--- config.mk ---
export PLATFORM = sky130hd
export DESIGN_NAME = r_exec_unit
export DESIGN_NICKNAME = d
export VERILOG_FILES = /design/src/rtl/riscv_pkg.sv /design/src/rtl/div_iter.sv /design/src/rtl/r_exec_unit.sv
export SDC_FILE = /design/constraint.sdc
export NUM_CORES = 2
export LEC_CHECK = 0
export CORE_ASPECT_RATIO = 0.5
export CORE_MARGIN = 2
export CORE_UTILIZATION = 55
export CTS_BUF_LIST = sky130_fd_sc_hd__clkbuf_4 sky130_fd_sc_hd__clkbuf_8
export CTS_CLUSTER_DIAMETER = 200
export CTS_CLUSTER_SIZE = 10
export DETAILED_ROUTE_END_ITERATION = 6
export DONT_BUFFER_PORTS = 1
export PLACE_DENSITY = 0.67
export REMOVE_ABC_BUFFERS = 1
export SLEW_MARGIN = 20
export SYNTH_ARGS = -nofsm -noshare
export SYNTH_HDL_FRONTEND = slang
export SYNTH_SLANG_ARGS = --single-unit
--- constraint.sdc ---
create_clock -name clk -period 10.9 [get_ports clk]
set_input_delay 0.545 -clock clk [delete_from_list [all_inputs] [get_ports clk]]
set_output_delay 0.545 -clock clk [all_outputs]
set_load 0.005 [all_outputs]
--- src/rtl/riscv_pkg.sv ---
// Shared RV32I/M definitions for the execute-stage units.
package riscv_pkg;

    localparam int XLEN_DEFAULT = 32;

    // {funct7[5], funct7[0], funct3}
    typedef enum logic [4:0] {
        ADD    = 5'b00000,
        SLL    = 5'b00001,
        SLT    = 5'b00010,
        SLTU   = 5'b00011,
        XOR    = 5'b00100,
        SRL    = 5'b00101,
        OR     = 5'b00110,
        AND    = 5'b00111,
        SUB    = 5'b10000,
        SRA    = 5'b10101,
        MUL    = 5'b01000,
        MULH   = 5'b01001,
        MULHSU = 5'b01010,
        MULHU  = 5'b01011,
        DIV    = 5'b01100,
        DIVU   = 5'b01101,
        REM    = 5'b01110,
        REMU   = 5'b01111
    } r_func_t;

    typedef enum logic [1:0] {
        IDLE     = 2'd0,
        MUL_BUSY = 2'd1,
        DIV_BUSY = 2'd2,
        DONE     = 2'd3
    } exec_state_t;

endpackage

--- src/rtl/div_iter.sv ---
// Unsigned restoring divider, one quotient bit per cycle. The first bit is
// produced on the start edge, so quo/rem are final while done is high.
module div_iter #(
    parameter int XLEN = 32
) (
    input  logic            clk,
    input  logic            rst,
    input  logic            start,
    input  logic [XLEN-1:0] dividend,
    input  logic [XLEN-1:0] divisor,
    output logic            busy,
    output logic            done,
    output logic [XLEN-1:0] quo,
    output logic [XLEN-1:0] rem
);
    localparam int CW = $clog2(XLEN + 1);

    logic [CW-1:0]   cnt;
    logic [XLEN-1:0] dvs;
    logic [XLEN-1:0] r_in, q_in, d_in, r_nx, q_nx;
    logic [XLEN:0]   sh;
    logic            ge;

    // One restoring step; on start it operates on the fresh operands.
    always_comb begin
        r_in = start ? '0 : rem;
        q_in = start ? dividend : quo;
        d_in = start ? divisor : dvs;
        sh   = {r_in, q_in[XLEN-1]};
        ge   = (sh >= {1'b0, d_in});
        r_nx = ge ? XLEN'(sh - {1'b0, d_in}) : sh[XLEN-1:0];
        q_nx = {q_in[XLEN-2:0], ge};
    end

    assign done = busy && (cnt == '0);

    // Iteration registers; remaining XLEN-1 steps after start.
    always_ff @(posedge clk) begin
        if (rst) begin
            busy <= 1'b0;
            cnt  <= '0;
            quo  <= '0;
            rem  <= '0;
            dvs  <= '0;
        end else if (start) begin
            busy <= 1'b1;
            cnt  <= CW'(XLEN - 1);
            quo  <= q_nx;
            rem  <= r_nx;
            dvs  <= divisor;
        end else if (busy) begin
            if (cnt != '0) begin
                cnt <= cnt - 1'b1;
                quo <= q_nx;
                rem <= r_nx;
            end else begin
                busy <= 1'b0;
            end
        end
    end

endmodule

--- src/rtl/r_exec_unit.sv ---
// R-type execute unit: RV32I/64I base ops, optional M extension.
module r_exec_unit
    import riscv_pkg::*;
#(
    parameter int XLEN        = XLEN_DEFAULT,
    parameter bit ENABLE_M    = 1'b1,
    parameter int MUL_LATENCY = 2
) (
    input  logic            clk,
    input  logic            rst,
    input  logic            in_valid,
    output logic            in_ready,
    input  logic [4:0]      in_func,
    input  logic [XLEN-1:0] in_rs1,
    input  logic [XLEN-1:0] in_rs2,
    input  logic [4:0]      in_tag,
    output logic            out_valid,
    input  logic            out_ready,
    output logic [XLEN-1:0] out_result,
    output logic [4:0]      out_tag,
    output logic            out_illegal
);
    localparam int SW = $clog2(XLEN);
    localparam logic [XLEN-1:0] MIN_NEG = {1'b1, {(XLEN-1){1'b0}}};

    typedef enum logic [1:0] {K_IMM, K_MUL, K_DIV} kind_t;

    exec_state_t     state, state_n, tgt;
    kind_t           kind;
    logic            accept, ill, sgn, a_sgn, b_sgn;
    logic [XLEN-1:0] imm_res, mul_res, mag1, mag2, fix_res;
    logic [XLEN:0]   ma, mb;
    logic [2*XLEN-1:0] prod;
    logic [SW-1:0]   shamt;
    logic [2:0]      mul_cnt;
    logic            neg_q, neg_r, is_rem;
    logic            div_start, div_busy, div_done;
    logic [XLEN-1:0] div_quo, div_rem;

    assign in_ready  = !rst && ((state == IDLE) || (state == DONE && out_ready));
    assign accept    = in_valid && in_ready;
    assign out_valid = (state == DONE);
    assign div_start = accept && (kind == K_DIV);

    // Decode and single-cycle datapath, evaluated on the offered operands.
    always_comb begin
        imm_res = '0;
        kind    = K_IMM;
        ill     = 1'b0;
        shamt   = in_rs2[SW-1:0];
        sgn     = !in_func[0];
        a_sgn   = (in_func[1:0] == 2'b01) || (in_func[1:0] == 2'b10);
        b_sgn   = (in_func[1:0] == 2'b01);
        ma      = {a_sgn & in_rs1[XLEN-1], in_rs1};
        mb      = {b_sgn & in_rs2[XLEN-1], in_rs2};
        prod    = (2*XLEN)'($signed(ma) * $signed(mb));
        mul_res = (in_func[1:0] == 2'b00) ? prod[XLEN-1:0] : prod[2*XLEN-1:XLEN];
        mag1    = (sgn && in_rs1[XLEN-1]) ? -in_rs1 : in_rs1;
        mag2    = (sgn && in_rs2[XLEN-1]) ? -in_rs2 : in_rs2;
        case (in_func)
            ADD:  imm_res = in_rs1 + in_rs2;
            SUB:  imm_res = in_rs1 - in_rs2;
            SLL:  imm_res = in_rs1 << shamt;
            SLT:  imm_res = {{(XLEN-1){1'b0}}, $signed(in_rs1) < $signed(in_rs2)};
            SLTU: imm_res = {{(XLEN-1){1'b0}}, in_rs1 < in_rs2};
            XOR:  imm_res = in_rs1 ^ in_rs2;
            SRL:  imm_res = in_rs1 >> shamt;
            SRA:  imm_res = $signed(in_rs1) >>> shamt;
            OR:   imm_res = in_rs1 | in_rs2;
            AND:  imm_res = in_rs1 & in_rs2;
            MUL, MULH, MULHSU, MULHU: begin
                if (ENABLE_M) kind = K_MUL;
                else          ill  = 1'b1;
            end
            DIV, DIVU, REM, REMU: begin
                if (!ENABLE_M)
                    ill = 1'b1;
                else if (in_rs2 == '0)
                    imm_res = in_func[1] ? in_rs1 : '1;
                else if (sgn && in_rs1 == MIN_NEG && in_rs2 == '1)
                    imm_res = in_func[1] ? '0 : in_rs1;
                else
                    kind = K_DIV;
            end
            default: ill = 1'b1;
        endcase
    end

    // Next state; tgt is where a freshly accepted op goes.
    always_comb begin
        state_n = state;
        case (kind)
            K_MUL:   tgt = (MUL_LATENCY == 1) ? DONE : MUL_BUSY;
            K_DIV:   tgt = DIV_BUSY;
            default: tgt = DONE;
        endcase
        case (state)
            IDLE:     if (accept) state_n = tgt;
            MUL_BUSY: if (mul_cnt == 3'd1) state_n = DONE;
            DIV_BUSY: if (div_busy && div_done) state_n = DONE;
            DONE:     if (out_ready) state_n = accept ? tgt : IDLE;
            default:  state_n = IDLE;
        endcase
    end

    assign fix_res = is_rem ? (neg_r ? -div_rem : div_rem)
                            : (neg_q ? -div_quo : div_quo);

    // State, captured op context and result register.
    always_ff @(posedge clk) begin
        if (rst) begin
            state       <= IDLE;
            out_result  <= '0;
            out_tag     <= '0;
            out_illegal <= 1'b0;
            mul_cnt     <= '0;
            neg_q       <= 1'b0;
            neg_r       <= 1'b0;
            is_rem      <= 1'b0;
        end else begin
            state <= state_n;
            if (accept) begin
                out_tag     <= in_tag;
                out_illegal <= ill;
                out_result  <= (kind == K_MUL) ? mul_res : imm_res;
                mul_cnt     <= 3'(MUL_LATENCY - 1);
                neg_q       <= sgn && (in_rs1[XLEN-1] ^ in_rs2[XLEN-1]);
                neg_r       <= sgn && in_rs1[XLEN-1];
                is_rem      <= in_func[1];
            end else if (state == MUL_BUSY) begin
                mul_cnt <= mul_cnt - 3'd1;
            end else if (state == DIV_BUSY && div_busy && div_done) begin
                out_result <= fix_res;
            end
        end
    end

    div_iter #(.XLEN(XLEN)) u_div (
        .clk      (clk),
        .rst      (rst),
        .start    (div_start),
        .dividend (mag1),
        .divisor  (mag2),
        .busy     (div_busy),
        .done     (div_done),
        .quo      (div_quo),
        .rem      (div_rem)
    );

endmodule

# == Word-level counts from Yosys, hierarchy flattened ==
# Cells that the tools add are included.
# classes
add_sub_neg,9
n_mul,1
magnitude_cmp,3
eq_ne,32
n_shift,3
n_mux,44
bitwise_logic,6
n_reduce_logical,36
# ops
operator,count
32-bit 2-to-1 mux,24
32-bit case mux with 11 select lines,1
32-bit negator,4
"32-bit == test, second input constant",2
32-bit < comparator,2
33-bit by 33-bit multiplier with 64-bit output,1
32-bit subtractor,2
"5-bit by 4-bit == test with 1-bit output, second input constant",8
33-bit by 32-bit >= comparator with 1-bit output,1
32-bit adder,1
32-bit bitwise AND,1
32-bit logical NOT,1
32-bit OR,1
32-bit by 5-bit left shift with 32-bit output,1
32-bit by 5-bit >> shifter with 32-bit output,1
32-bit by 5-bit >>> shifter with 32-bit output,1
32-bit bitwise XOR,1
"5-bit by 3-bit == test with 1-bit output, second input constant",4
18-bit OR reduction,1
5-bit 2-to-1 mux,3
2-bit 2-to-1 mux,7
1-bit logical AND,13
"5-bit by 2-bit == test with 1-bit output, second input constant",2
"5-bit == test, second input constant",2
24 further kinds,49
# totals
ff_bits,149
out_inout_bits,40
elab_cells,149

# == Logic depth before layout (Yosys ltp) ==
# logic_depth
ltp_word,14
mapped_depth,34
ltp_nobuf,30

# == Modules after synthesis ==
# A second synthesis with hierarchy kept.
# hier_totals
cells_unflattened,7239
hier_area_um2,58223.3
# modules_own_cells
mod,instances,cells_each,area_each_um2
r_exec_unit,1,6424,51873.5
div_iter,1,815,6349.8

# == Least setup slack after synthesis ==
# OpenSTA, ideal clock, no wires.
# synth_path
path_type,input -> register
from,input port in_rs2[3]
to,register out_result[25]
arrival_time_ns,9.219
required_time_ns,10.776
slack_ns,1.557
path_stages,29
path_buffers,6
cell_sequence,clkbuf_1 -> clkbuf_1 -> clkbuf_1 -> buf_1 -> clkbuf_1 -> nand2_1 -> fa_1 -> fa_1 -> inv_1 -> fa_1 -> inv_1 -> fa_1 -> inv_1 -> fa_1 -> fa_1 -> fa_1 -> inv_1 -> fa_1 -> inv_1 -> ha_1 -> clkbuf_1 -> nand2_1 -> nor3_1 -> nor3b_1 -> a2111oi_0 -> nand2_1 -> a211oi_1 -> mux2i_1 -> a31oi_1
# synth_via
elab_chain_len,8
# synth_rtl
item,line_no,text
from (decl),r_exec_unit.sv:15,"input logic [XLEN-1:0] in_rs2,"
"parallel branches: the longest is 6 deep, another holds 33-bit by 33-bit multiplier with 64-bit output",n/a,
32-bit 2-to-1 mux (*),r_exec_unit.sv:125,out_result <= (kind == K_MUL) ? mul_res : imm_res;
32-bit 2-to-1 mux (*),r_exec_unit.sv:122,if (accept) begin
to (signal assigned),r_exec_unit.sv:125,
to (signal assigned),r_exec_unit.sv:133,out_result <= fix_res;
to (decl),r_exec_unit.sv:19,"output logic [XLEN-1:0] out_result,"
# Mark *: on every way between the ends.
# A chain may end at the register's enable or synchronous reset.

# == Final worst setup path ==
# layout_path
from,input port in_rs2[1]
to,register out_result[22]
# The elaborated chain is that of the path after synthesis.

==> flow_summary.toml <==
[timing]
slew_headroom_pct = 13.4
slew_viol_final = 0
fin_crit_sh_pct = 92.2
rsz0062_at_grt = "false"
finalSetupViolations = 0
fin_setup_tns_ns = 0
hold_viol = 0
worstMarginPinSlew_ns = 1.28
min_period_ns = 10.05
fmax_mhz = 99.5
whs_ns = 0.0917
skew_ns = 0.0277

[layout]
final_area_mm2 = 0.0588
area_delta_synth_final_pct = 2.00
fill_cells = 9480
drive_gt1_share_pct = 3.45
final_nets = 8357
multiInputGateArea_mm2 = 0.0479
final-seq-area_mm2 = 0.00298

[setup_path]
cp_max_fo = 78
crit_path_start_kind = "input pin"
crit_required_ns = 11.25
crit_path_frequent_cell = "fa_1"
critical-path-slowest-cell = "a221oi_1"
crit_arrival_ns = 10.40
r2r-start = "state[1]"
crit_path_max_incr_delay_ns = 1.02
end_kind = "register"
critical_path.startpoint = "in_rs2[1]"
path_class = "in2reg"

[worst_hold_path]
hold_class = "in2reg"
hp-start = "rst"

[logic_synthesis]
ys_types = 88
synth_warnings = 0
avgSynthCellArea_um2 = 8.06
synth.cell_area_mm2 = 0.0576
synth_edf_count = 0
ys_async_sr_fraction_pct = 0
ys_ff_latch = 149
syn_inst = 7150
synth_ff_type = "dfxtp_1"
ys_seq_area_share_pct = 5.18

[placement]
gp_congestion = 1.19
place_hpwl_um = 201000
io_buffers = 0
placed_cell_area_mm2 = 0.0583

[clock_network]
cts_tree = "yes"
path_clk_slew_ns = 0.10
cts_buffer_depth = 2
clk_latency_ns = 0.53
cts_setup_buffers = 0
cts_sinks = 149
cts_buffers = 17
cts-root-buf = "clkbuf_8"
cts_max_level = 4
post_cts_resized = 0
postCtsHoldBufs = 0

[drt]
vias = 54700
drcViolationCount = 4
via_per_inst = 6.65
dr.pass1.iters = 7
drtAntennaViolNets = 0
wire_per_inst_um = 32.5
drt_iter0_drc = 8241
wirelength_um = 267000

[flow_run]
maxCapViolCount = 0

[global_route]
antenna_found_initial = 15
grt_pass1_wl_um = 384000
grt_pass1_vias = 55200
grt.overflow.total = 0
track_usage_pct = 50.1
grt_max_degree = 119

[run_status]
status = "finished, violations left"
violations = "design-rule violations"

[floorplanning]
io_pins = 118
core_mm2 = 0.103
dieArea_mm2 = 0.108
rows = 83
fp.dieW_um = 462
start_util_pct = 55.8
die_h_um = 233
[flip-flops by register name (all words and copies together) (netlist names)]
signal,count
is_rem,1
mul_cnt,3
neg_q,1
neg_r,1
out_illegal,1
out_result,32
out_tag,5
state,2
u_div.busy,1
u_div.cnt,6
u_div.dvs,32
u_div.quo,32
u_div.rem,32
[critical path, delay by kind of cell]
kind	cells	cell delay, ns
AO/OA/AOI/OAI	5	2.88
XOR/XNOR	1	0.22
adder cells (fa/ha/maj)	9	4.61
AND/OR/NAND/NOR	4	0.70
buffers and inverters	7	1.39
[cells by family (layout without fill, tap and decap cells)]
kind of cell / count (synthesis) / after routing / share of synthesized area (%)
other: 0 / 12 / 0
AND/OR/NAND/NOR: 2260 / 2260 / 16.6
adder cells (fa/ha/maj): 1486 / 1486 / 47.0
buffers and inverters: 1812 / 1468 / 11.9
AO/OA/AOI/OAI: 1090 / 1090 / 12.6
flip-flops: 149 / 149 / 5.18
XOR/XNOR: 229 / 229 / 3.48
multiplexers: 124 / 124 / 3.33
[Yosys cell counts, types with 31 or more instances]
master    number  share of area [%]
xor2_1        67                1.0
and2_1        47               0.51
buf_1         98               0.64
o31ai_1       38               0.49
xnor2_1      162                2.5
o211ai_1      38               0.49
nand2_1     1090                7.1
nor2_1       732                4.8
nand3_1       57               0.49
buf_2         36               0.31
ha_1         358                7.8
nor3_1        83               0.72
dfxtp_1      149                5.2
a311oi_1      47               0.71
a221oi_1      34               0.52
o221ai_1      33               0.50
inv_1       1327                8.6
a31oi_1       37               0.40
o21ai_0      229                2.0
nand4_1       46               0.50
clkbuf_1     330                2.1
o21a_1        31               0.40
fa_1        1128                 39
a21o_1        70               0.91
a21oi_1      270                2.3
mux2i_1       59                1.0
a211oi_1      56               0.73
mux4_2        53                2.1
[path summary, 6_finish.rpt]
check	slack, ns	cells after the start	endpoint
setup / recovery	0.85	26	out_result[22]
hold / removal	0.09	1	u_div.cnt[3]
setup reg to reg	4.19	22	u_div.rem[26]
hold reg to reg	0.49	2	out_result[4]
[final cells by class]
type	count	area share, %
clock buffer	17	0.398
clock inverter	15	0.309
antenna	12	0.0511
tap	1402	2.98
multi-input combinational	5189	81.4
timing repair buffer	88	1.12
inverter	1348	8.61
sequential	149	5.08
[cells in the final DEF, fill, tap and decap left out, types with 57 or more instances in the layout]
master and instances:
a21o_1 70, a21oi_1 270, buf_4 88, dfxtp_1 148
fa_1 1128, ha_1 358, inv_1 1326, mux2i_1 59
nand2_1 1089, nand3_1 57, nor2_1 731, nor3_1 81
o21ai_0 226, xnor2_1 162, xor2_1 67
[through the flow]
| stage | cells | setup WS [ns] | util (%) |
|---|---|---|---|
| 3_5_place_dp | 8176 | 0.697 | 56.5 |
| 3_3_place_gp | 8176 | 0.686 | 56.5 |
| 5_1_grt | 8208 | 0.679 | 56.9 |
| 4_1_cts | 8208 | 1.20 | 56.9 |
| 2_1_floorplan | 6686 | 1.85 | - |
| 6_report | 8220 | 0.853 | 57.0 |
[metal layers]
metal | wire [um] | track usage [%] | vias to the layer above | share of wire (%)
li1 | - | - | 21800 | -
met1 | 100000 | 66.0 | 27200 | 37
met2 | 103000 | 67.6 | 4664 | 38
met3 | 49700 | 27.0 | 975 | 19
met4 | 14300 | 21.1 | 18 | 5.4
met5 | 195 | 0.498 | - | 0.073
Power is left out: the tool's default activity adds up to more than one toggle a clock period on the data nets, which glitch-free logic cannot reach.
